<file path="src/rtl/exec_sched_pkg.sv">
// Shared encodings and defaults for the execute-stage issue/completion scheduler.
package exec_sched_pkg;

   localparam int unsigned CNT_W        = 7;
   localparam int unsigned DEF_MUL_LAT  = 3;
   localparam int unsigned DEF_DIV_LAT  = 33;
   localparam int unsigned DEF_FPU_LAT  = 4;
   localparam int unsigned DEF_FDIV_LAT = 12;

   localparam logic [4:0] FDIV_FUNCT5 = 5'b00011;

   typedef enum logic [2:0] {
      CLS_NONE = 3'd0,
      CLS_ALU  = 3'd1,
      CLS_MUL  = 3'd2,
      CLS_DIV  = 3'd3,
      CLS_FPU  = 3'd4,
      CLS_FDIV = 3'd5
   } op_class_e;

   typedef enum logic [1:0] {
      RS_ALU = 2'b00,
      RS_MDU = 2'b01,
      RS_FPU = 2'b10
   } res_sel_e;

   typedef enum logic {
      ST_IDLE = 1'b0,
      ST_BUSY = 1'b1
   } sched_state_e;

   // Result-mux leg that carries the output of a given op class.
   function automatic res_sel_e class_res_sel(input op_class_e cls);
      case (cls)
         CLS_MUL, CLS_DIV:  class_res_sel = RS_MDU;
         CLS_FPU, CLS_FDIV: class_res_sel = RS_FPU;
         default:           class_res_sel = RS_ALU;
      endcase
   endfunction

endpackage

</file>
<file path="src/rtl/exec_lat_counter.sv">
// Loadable latency down-counter; is_one_o flags the last in-flight cycle.
module exec_lat_counter
   import exec_sched_pkg::*;
(
   input  logic             clk,
   input  logic             rst,
   input  logic             load_i,
   input  logic             dec_i,
   input  logic             clear_i,
   input  logic [CNT_W-1:0] load_val_i,
   output logic             is_one_o
);

   logic [CNT_W-1:0] cnt_q;
   logic [CNT_W-1:0] cnt_d;

   always_comb begin
      cnt_d = cnt_q;
      if (clear_i) begin
         cnt_d = '0;
      end else if (load_i) begin
         cnt_d = load_val_i;
      end else if (dec_i && (cnt_q != '0)) begin
         cnt_d = cnt_q - CNT_W'(1);
      end
   end

   always_ff @(posedge clk) begin
      if (rst) cnt_q <= '0;
      else     cnt_q <= cnt_d;
   end

   assign is_one_o = (cnt_q == CNT_W'(1));

endmodule

</file>
<file path="src/rtl/exec_sched.sv">
// Execute-stage issue/completion scheduler: classifies ops, stalls for multi-cycle units,
// drives result-select and writeback strobe. Optional counters under EXEC_SCHED_PERF_EN.
module exec_sched
   import exec_sched_pkg::*;
#(
   parameter int unsigned MUL_LAT  = DEF_MUL_LAT,
   parameter int unsigned DIV_LAT  = DEF_DIV_LAT,
   parameter int unsigned FPU_LAT  = DEF_FPU_LAT,
   parameter int unsigned FDIV_LAT = DEF_FDIV_LAT
) (
   input  logic        clk,
   input  logic        rst,
   input  logic        issue_valid,
   output logic        issue_ready,
   input  logic        mul_en,
   input  logic        fpu_op,
   input  logic [2:0]  funct3,
   input  logic [4:0]  funct5,
   input  logic        flush,
   output logic [1:0]  res_sel,
   output logic        wb_valid,
   output logic        stall,
   output logic [2:0]  busy_class
`ifdef EXEC_SCHED_PERF_EN
   ,
   output logic [31:0] stall_cycles,
   output logic [31:0] retired_ops
`endif
);

   localparam logic [CNT_W-1:0] LAT_ALU  = CNT_W'(1);
   localparam logic [CNT_W-1:0] LAT_MUL  = CNT_W'(MUL_LAT);
   localparam logic [CNT_W-1:0] LAT_DIV  = CNT_W'(DIV_LAT);
   localparam logic [CNT_W-1:0] LAT_FPU  = CNT_W'(FPU_LAT);
   localparam logic [CNT_W-1:0] LAT_FDIV = CNT_W'(FDIV_LAT);

   sched_state_e     state_q, state_d;
   logic             ready_q, ready_d;
   logic             stall_q, stall_d;
   logic             wb_q, wb_d;
   res_sel_e         res_sel_q, res_sel_d;
   op_class_e        busy_q, busy_d;

   op_class_e        cls_c;
   logic [CNT_W-1:0] lat_c;
   logic             accept_c;
   logic             cnt_load_c, cnt_dec_c, cnt_clear_c, cnt_is_one_c;

   // Only funct3[2] separates MUL from DIV in the MDU group.
   logic unused_funct3;
   assign unused_funct3 = ^funct3[1:0];

   // Classification; mul_en outranks fpu_op as in the datapath mux.
   always_comb begin
      cls_c = CLS_ALU;
      lat_c = LAT_ALU;
      if (mul_en) begin
         cls_c = funct3[2] ? CLS_DIV : CLS_MUL;
         lat_c = funct3[2] ? LAT_DIV : LAT_MUL;
      end else if (fpu_op) begin
         cls_c = (funct5 == FDIV_FUNCT5) ? CLS_FDIV : CLS_FPU;
         lat_c = (funct5 == FDIV_FUNCT5) ? LAT_FDIV : LAT_FPU;
      end
   end

   assign accept_c = issue_valid & ready_q & ~flush;

   always_comb begin
      state_d     = state_q;
      wb_d        = 1'b0;
      res_sel_d   = res_sel_q;
      busy_d      = busy_q;
      cnt_load_c  = 1'b0;
      cnt_dec_c   = 1'b0;
      cnt_clear_c = 1'b0;

      // Select/class fall back to idle the cycle after writeback unless re-issued.
      if (wb_q || flush) begin
         res_sel_d = RS_ALU;
         busy_d    = CLS_NONE;
      end

      case (state_q)
         ST_IDLE: begin
            if (accept_c) begin
               res_sel_d = class_res_sel(cls_c);
               busy_d    = cls_c;
               if (lat_c <= LAT_ALU) begin
                  wb_d = 1'b1;
               end else begin
                  cnt_load_c = 1'b1;
                  state_d    = ST_BUSY;
               end
            end
         end
         ST_BUSY: begin
            if (flush) begin
               cnt_clear_c = 1'b1;
               state_d     = ST_IDLE;
            end else begin
               cnt_dec_c = 1'b1;
               if (cnt_is_one_c) begin
                  state_d = ST_IDLE;
                  wb_d    = 1'b1;
               end
            end
         end
         default: state_d = ST_IDLE;
      endcase

      ready_d = (state_d == ST_IDLE);
      stall_d = ~ready_d;
   end

   always_ff @(posedge clk) begin
      if (rst) begin
         state_q   <= ST_IDLE;
         ready_q   <= 1'b1;
         stall_q   <= 1'b0;
         wb_q      <= 1'b0;
         res_sel_q <= RS_ALU;
         busy_q    <= CLS_NONE;
      end else begin
         state_q   <= state_d;
         ready_q   <= ready_d;
         stall_q   <= stall_d;
         wb_q      <= wb_d;
         res_sel_q <= res_sel_d;
         busy_q    <= busy_d;
      end
   end

   exec_lat_counter u_lat_cnt (
      .clk        (clk),
      .rst        (rst),
      .load_i     (cnt_load_c),
      .dec_i      (cnt_dec_c),
      .clear_i    (cnt_clear_c),
      .load_val_i (lat_c - CNT_W'(1)),
      .is_one_o   (cnt_is_one_c)
   );

   assign issue_ready = ready_q;
   assign stall       = stall_q;
   assign wb_valid    = wb_q;
   assign res_sel     = res_sel_q;
   assign busy_class  = busy_q;

`ifdef EXEC_SCHED_PERF_EN
   logic [31:0] stall_cycles_q, retired_ops_q;

   // Flushed ops never raise wb_q, so they are never counted as retired.
   always_ff @(posedge clk) begin
      if (rst) begin
         stall_cycles_q <= '0;
         retired_ops_q  <= '0;
      end else begin
         if (stall_q) stall_cycles_q <= stall_cycles_q + 32'd1;
         if (wb_q)    retired_ops_q  <= retired_ops_q + 32'd1;
      end
   end

   assign stall_cycles = stall_cycles_q;
   assign retired_ops  = retired_ops_q;
`endif

endmodule
</file>
<file path="config.mk">
export PLATFORM = sky130hd
export DESIGN_NAME = exec_sched
export DESIGN_NICKNAME = d
export VERILOG_FILES = /design/src/rtl/exec_sched_pkg.sv /design/src/rtl/exec_lat_counter.sv /design/src/rtl/exec_sched.sv
export SDC_FILE = /design/constraint.sdc
export NUM_CORES = 1
export LEC_CHECK = 0
export CAP_MARGIN = 30
export CORE_ASPECT_RATIO = 0.9
export CORE_MARGIN = 2
export CORE_UTILIZATION = 40
export CTS_CLUSTER_SIZE = 16
export DETAILED_ROUTE_END_ITERATION = 10
export PLACE_DENSITY_LB_ADDON = 0.05
export SLEW_MARGIN = 15
export SYNTH_ARGS = -nofsm -noshare
export SYNTH_HDL_FRONTEND = slang
export SYNTH_HIERARCHICAL = 1
export SYNTH_SLANG_ARGS = --single-unit
</file>
<file path="constraint.sdc">
create_clock -name clk -period 1.5 [get_ports clk]
set_input_delay 0.15 -clock clk [delete_from_list [all_inputs] [get_ports clk]]
set_output_delay 0.15 -clock clk [all_outputs]
set_load 0.05 [all_outputs]
</file>
==> results of run 1 <==
-- area by class of cell --
cell class	count	area [sq um]	area share, %
clock buffer	4	26.3	2.02
inverter	4	16.3	1.25
multi-input combinational	71	551	42.2
sequential	15	310	23.8
tap	25	31.3	2.40
timing repair buffer	45	369	28.3
-- timing repair --
action | CTS | global route
hold buffers | 0 | 0
endpoints found under the hold margin | 0 | 0
buffers inserted | 1 | 2
pin swaps | 6 | 7
gates resized for setup | 3 | 13
endpoints found under the setup margin | 5 | 10
-- metal layers --
| layer | vias up | global-route usage (%) | wire [um] |
|---|---|---|---|
| met5 | - | 0 | 0 |
| met4 | 0 | 6.32 | 29 |
| met3 | 4 | 2.87 | 104 |
| met2 | 17 | 30.5 | 1050 |
| met1 | 406 | 28.4 | 1050 |
| li1 | 428 | - | - |
-- logic make-up (layout without fill, tap and decap cells) --
kind of cell               Yosys count  after routing  share of synthesized area, %
DFF                                 15             15                          36.9
xor gates and xnor gates             2              2                          2.15
and+or+nand+nor                     34             34                          26.4
AOI/OAI and AO/OA                   27             27                          23.7
muxes                                2              2                          2.61
adders and majority gates            3              3                          4.61
other                                1              3                         0.460
buffers and inverters                5             53                          3.23
-- per-stage QoR --
stage | setup WS (ps) | instances | setup TNS (ps) | hold WS (ps) | power (mW)
3_3_place_gp | -252 | 157 | -1160 | 498 | 0.726
5_1_grt | -61.8 | 164 | -257 | 507 | 1.07
4_1_cts | -42.0 | 162 | -82.2 | 498 | 0.987
6_report | 9.51 | 164 | 0 | 494 | 1.02
2_1_floorplan | -72.0 | 91 | -72.0 | 218 | 0.597
3_5_place_dp | -256 | 157 | -1160 | 503 | 0.730
-- flip-flops by register name, summed over array words and instances (netlist names) --
signal / flops
u_lat_cnt/cnt_q: 7
busy_class: 3
res_sel: 2
issue_ready: 1
stall: 1
wb_valid: 1
-- worst paths after layout --
kind                                            to  slack [ps]  cells after the start
worst max register to register  u_lat_cnt/cnt_q[1]          10                      6
worst max-delay path            u_lat_cnt/cnt_q[1]          10                      6
worst min-delay path                 busy_class[0]         490                      3
worst min register to register       busy_class[1]         520                      2
-- cell usage after synthesis, types with 2 or more instances --
master                    number
sky130_fd_sc_hd__a21oi_1       6
sky130_fd_sc_hd__a32oi_1       4
sky130_fd_sc_hd__nor2b_1       2
sky130_fd_sc_hd__or3_2         2
sky130_fd_sc_hd__dfxtp_1      15
sky130_fd_sc_hd__ha_1          3
sky130_fd_sc_hd__inv_1         3
sky130_fd_sc_hd__o21ai_0       7
sky130_fd_sc_hd__nand3_1       3
sky130_fd_sc_hd__nor2_1       12
sky130_fd_sc_hd__nand2_1       2
sky130_fd_sc_hd__xnor2_1       2
-- critical path, delay by kind of cell (launching register included) --
family	cells	cell delay [ps]
and+or+nand+nor	1	320
buffers and inverters	1	70
adders and majority gates	1	140
muxes	1	310
AOI/OAI and AO/OA	2	240
DFF	1	340
-- power groups by stage --
stage	Sequential (mW)	Clock (mW)	Combinational [mW]
floorplan	0.477	0	0.120
global placement	0.445	0	0.280
detailed placement	0.446	0	0.284
CTS	0.436	0.246	0.305
global route	0.441	0.263	0.362
finish	0.438	0.241	0.336
==> reports/qor.yml, run 1 <==
outcome:
  outcome: "finished, final reports clean"
cts:
  cts_root_buffer: "sky130_fd_sc_hd__clkbuf_4"
  cts_made_buffers: 3
  cts-htree-levels: 1
  cts_tree: "done"
  cts.reportedPaths.clkPinSlew_ps: 90
  clock-sinks: 15
  clock_latency_ps: 290
  cts-root-to-sink-buffers: 2
routing:
  remaining_drc_errors: 0
  post_drt_wl_per_cell_um: 13.6
  post_drt_via_cell_ratio: 5.21
  number_of_nets_with_antenna_violations_after_detailed_routing: 0
  route.final.wire_length_um: 2230
  vias: 855
  drt_pre_antenna_iters: 4
  drt_iter0_drc: 8
die:
  die_width_um: 51.6
  placementRows: 15
  floorplan.core_area_sq_mm: 0.00191
  floorplan_die_area_sq_mm: 0.00241
  floorplan.io_pins: 22
  floorplan.initialDensity_pct: 42.5
  fp.dieH_um: 46.8
yosys:
  ys_dominant_reg_cell: "sky130_fd_sc_hd__dfxtp_1"
  synth_warnings: 6
  synthCells: 89
  syn_area_sq_um: 815
  async_reset_ff_share_pct: 0
  synth_top_area_cells: "sky130_fd_sc_hd__dfxtp_1 37%, sky130_fd_sc_hd__nor2_1 5.5%, sky130_fd_sc_hd__ha_1 4.6%, sky130_fd_sc_hd__a32oi_1 4.3%, sky130_fd_sc_hd__o21ai_0 4.3%"
  yosysSeqAreaShare_pct: 36.9
  ys_seq_elements: 15
  yosys.area.top_type: "sky130_fd_sc_hd__dfxtp_1"
  post_synth.cell_area_avg_sq_um: 9.15
  synth_top_cell_area_share_pct: 36.9
  synth_enable_flop_cells: 0
  ys_types: 40
worst_hold_path:
  timing.hold.worst.class: "input port to register"
  hold_path.startpoint: "funct5[0]"
pwr:
  seq_power_share_pct: 43.2
  switching_power_uw: 319
  pwr_density_cell_mw_per_mm2: 779
  p_clk_share_pct: 23.7
  switching_share_of_total_power_pct: 31.4
  cellInternalPower_uw: 696
  comb_power_share_pct: 33.1
  max-vdd-ir-drop_mv: 0.496
  p_leak_nw: 0.536
setup_path:
  critPathKind: "register to register"
  worst_path_largest_cell_delay_ps: 340
  r2r_start: "u_lat_cnt/cnt_q[0]"
  critPathRequiredTime_ps: 1730
  path_max_fanout: 3
  worst_ep_arrival_time_ps: 1720
  critPathLaunchType: "register"
  worst_path_max_delay_cell: "sky130_fd_sc_hd__dfxtp_2"
  worstSetupStartpoint: "u_lat_cnt/cnt_q[0]"
  end_kind: "register"
  timing.critical_path.cells: "inv_2, ha_4, nor4b_4, a21boi_2, mux2_4, o21ai_1"
final_layout:
  fillers: 169
  drive_gt1_share_pct: 45.3
  area.growth.synth_to_final_pct: 60.1
  fin_area_sq_mm: 0.00130
  nNetsFinal: 157
  final_common_cell: "sky130_fd_sc_hd__buf_4"
  most-common-layout-cells: "33 x sky130_fd_sc_hd__buf_4, 12 x sky130_fd_sc_hd__nor2_1, 11 x sky130_fd_sc_hd__clkdlybuf4s50_1, 9 x sky130_fd_sc_hd__dfxtp_1, 6 x sky130_fd_sc_hd__o21ai_0"
  finish.utilization_pct: 68.1
  antennaDiodeCount: 0
global_route:
  grt_pass1_wl_um: 3420
  grt_antenna_before_repair: 0
  maximum_number_of_pins_on_one_net_before_global_route_repair: 10
  vias_in_the_first_global_route: 748
  grtUsageTotal_pct: 19.6
  grt_overflow: 0
timing:
  min_period_over_period_pct: 99.4
  setup_viol: 0
  finalHoldViolCount: 0
  fin_crit_ps: 1490
  final_max_slew_viol_count: 0
  skew_ps: 1.66
  rsz0062_at_grt: "yes"
  max_freq_mhz: 671
placed_design:
  placement.io_buffers: 19
  detailed_place_hpwl_um: 1630
  gp_congestion: 0.800
  cell_area_placed_sq_mm: 0.00120
run:
  cap_violations: 0
(Power assumes the default switching activity.)
==> run 2, diff against run 1 <==
clock period = 1.8 ns   (was 1.5 ns; I/O delays follow)
==> reports/qor.yml, run 2 (synthesis results as in run 1) <==
outcome:
  outcome: "finished, final reports clean"
cts:
  post_cts_resize_count: 0  # -3
  cts_hold_buf: 0  # unchanged
  cts_tree: "done"
  cts-root-to-sink-buffers: 2  # unchanged
  cts-htree-levels: 1  # unchanged
  clock_latency_ps: 280  # about the same
  post_cts.repair.setup_buffers: 0  # -1
  cts_root_buffer: "sky130_fd_sc_hd__clkbuf_4"
  clock-sinks: 15  # unchanged
  cts_made_buffers: 3  # unchanged
  cts.reportedPaths.clkPinSlew_ps: 90  # about the same
timing:
  skew_ps: 3.87  # +2.21 ps
  hold_ws_ps: 525  # +31.2 ps
  timing_worst_slew_pin_value_ps: 503
  fin_crit_ps: 1700  # +211 ps
  min_period_over_period_pct: 94.5  # -4.8 points
  finalHoldViolCount: 0  # unchanged
  max-slew-margin-rel_pct: 66.3
  setup_viol: 0  # unchanged
  rsz0062_at_grt: "no"
  max_freq_mhz: 588  # -12%
  post_layout_worst_setup_margin_ps: 98.4  # +88.9 ps
  finalSetupTns_ps: 0  # unchanged
  final_max_slew_viol_count: 0  # unchanged
routing:
  route.final.wire_length_um: 1910  # -14%
  drt_pre_antenna_iters: 4  # unchanged
  drt_iter0_drc: 16  # +8
  remaining_drc_errors: 0  # unchanged
  post_drt_wl_per_cell_um: 12.7  # -7.0%
  vias: 781  # -8.7%
  number_of_nets_with_antenna_violations_after_detailed_routing: 0  # unchanged
  post_drt_via_cell_ratio: 5.17  # -0.79%
setup_path:
  cpLargestDelayFamily: "simple AND/OR/NAND/NOR gates"
  critPathKind: "register to register"
  worst_path_largest_cell_delay_ps: 340  # about the same
  end_kind: "register"
  rr_endpoint: "u_lat_cnt/cnt_q[0]"
  worst-r2r-cell-count: 7  # +1
  worst_ep_arrival_time_ps: 1870  # +150 ps
  worstPathBufferInverterCount: 2  # +1
  r2r_start: "u_lat_cnt/cnt_q[1]"
  path_max_fanout: 5  # +2
  critPathLaunchType: "register"
  timing.critical_path.cells: "inv_1, ha_1, nor4b_4, a21boi_0, buf_4, xnor2_1, a21oi_1"
  worst_path_max_delay_cell: "sky130_fd_sc_hd__nor4b_4"
  critPathRequiredTime_ps: 1960  # +230 ps
  register_to_register_path_setup_slack_ps: 100  # +90 ps
global_route:
  vias_in_the_first_global_route: 692  # -7.5%
  maximum_number_of_pins_on_one_net_before_global_route_repair: 11  # +1
  grtUsageTotal_pct: 17.8  # -1.7 points
  grt_overflow: 0  # unchanged
  grt_antenna_before_repair: 0  # unchanged
  grt_pass1_wl_um: 3080  # -9.9%
placed_design:
  detailed_place_hpwl_um: 1510  # -7.0%
  place_worst_setup_slack_ps: -41.0  # +215 ps
  placement.io_buffers: 19  # unchanged
  gp_congestion: 0.790  # -1.1%
pwr:
  p_leak_nw: 0.440  # -18%
  max-vdd-ir-drop_mv: 0.395  # -20%
  design_power_total_uw: 768  # -24%
  pwr_density_cell_mw_per_mm2: 664  # -15%
die:
  placementRows: 15  # unchanged
  floorplan.core_area_sq_mm: 0.00191  # unchanged
  die_width_um: 51.6  # unchanged
  floorplan.io_pins: 22  # unchanged
  fp.dieH_um: 46.8  # unchanged
  floorplan_die_area_sq_mm: 0.00241  # unchanged
  floorplan.initialDensity_pct: 42.5  # unchanged
worst_hold_path:
  timing.hold.worst.class: "register to register"
  hold_path.startpoint: "busy_class[1]"
  holdPathStages: 2  # -1
  whs_endpoint: "busy_class[1]"
final_layout:
  finish.utilization_pct: 60.5  # -7.6 points
  largest_register_ff_count: 7  # unchanged
  drive_gt1_share_pct: 23.0  # -22 points
  area.growth.synth_to_final_pct: 42.1
  antennaDiodeCount: 0  # unchanged
  nNetsFinal: 144  # -8.3%
  final_common_cell: "sky130_fd_sc_hd__clkdlybuf4s50_1"
  ff_latch_area_sq_um: 302  # -2.8%
  multiInputGateArea_sq_um: 495  # -10%
  regMostFlops: "u_lat_cnt/cnt_q"
  fillers: 183  # +8.3%
  most-common-layout-cells: "19 x sky130_fd_sc_hd__clkdlybuf4s50_1, 14 x sky130_fd_sc_hd__dfxtp_1, 13 x sky130_fd_sc_hd__buf_4, 12 x sky130_fd_sc_hd__nor2_1, 7 x sky130_fd_sc_hd__o21ai_0"
run:
  cap_violations: 0  # unchanged
==> run 2: cell count changes in the layout (fill, tap and decap cells not counted), sizes merged <==
cell / delta
buf: -21
clkdlybuf4s50: +8
==> run 2: area by class of cell <==
| class | instances | area share, % |
|---|---|---|
| tap | 25 | 2.70 |
| inverter | 4 | 1.30 |
| clock buffer | 4 | 2.27 |
| timing repair buffer | 32 | 24.9 |
| multi-input combinational | 71 | 42.8 |
| sequential | 15 | 26.1 |
==> run 2: per-layer routing <==
metal | wire length (um) | global-route usage (%)
met1 | 972 | 25.2
met2 | 862 | 26.7
met3 | 63 | 6.37
met4 | 15 | 3.16
met5 | 0 | 0
==> run 2: how the worst max path moves through the flow <==
stage | cells past startpoint | end | slack, ps | from
after floorplan | 5 | u_lat_cnt/cnt_q[4] | 60 | issue_ready
after global placement | 6 | u_lat_cnt/cnt_q[3] | -20 | flush
after detailed placement | 6 | u_lat_cnt/cnt_q[3] | -40 | flush
after CTS | 4 | stall | 110 | u_lat_cnt/cnt_q[2]
after global routing | 7 | u_lat_cnt/cnt_q[0] | 20 | u_lat_cnt/cnt_q[1]
final | 7 | u_lat_cnt/cnt_q[0] | 100 | u_lat_cnt/cnt_q[1]
==> run 2: through the flow <==
stage	cells	cell area (sq um)
5_1_grt	151	1160
6_report	151	1160
2_1_floorplan	91	823
3_5_place_dp	147	1130
4_1_cts	151	1160
3_3_place_gp	147	1130
==> run 2: report_power, final <==
| group | switching (mW) | internal [mW] |
|---|---|---|
| Clock | 0.107 | 0.0859 |
| Sequential | 0.0174 | 0.351 |
| Combinational | 0.107 | 0.100 |
| Total | 0.231 | 0.537 |
==> run 2: tightest hold or removal path, stage by stage (launching register included) <==
cell	delay, ps
sky130_fd_sc_hd__dfxtp_1	340
sky130_fd_sc_hd__a32oi_1	90
sky130_fd_sc_hd__nor2_1	70
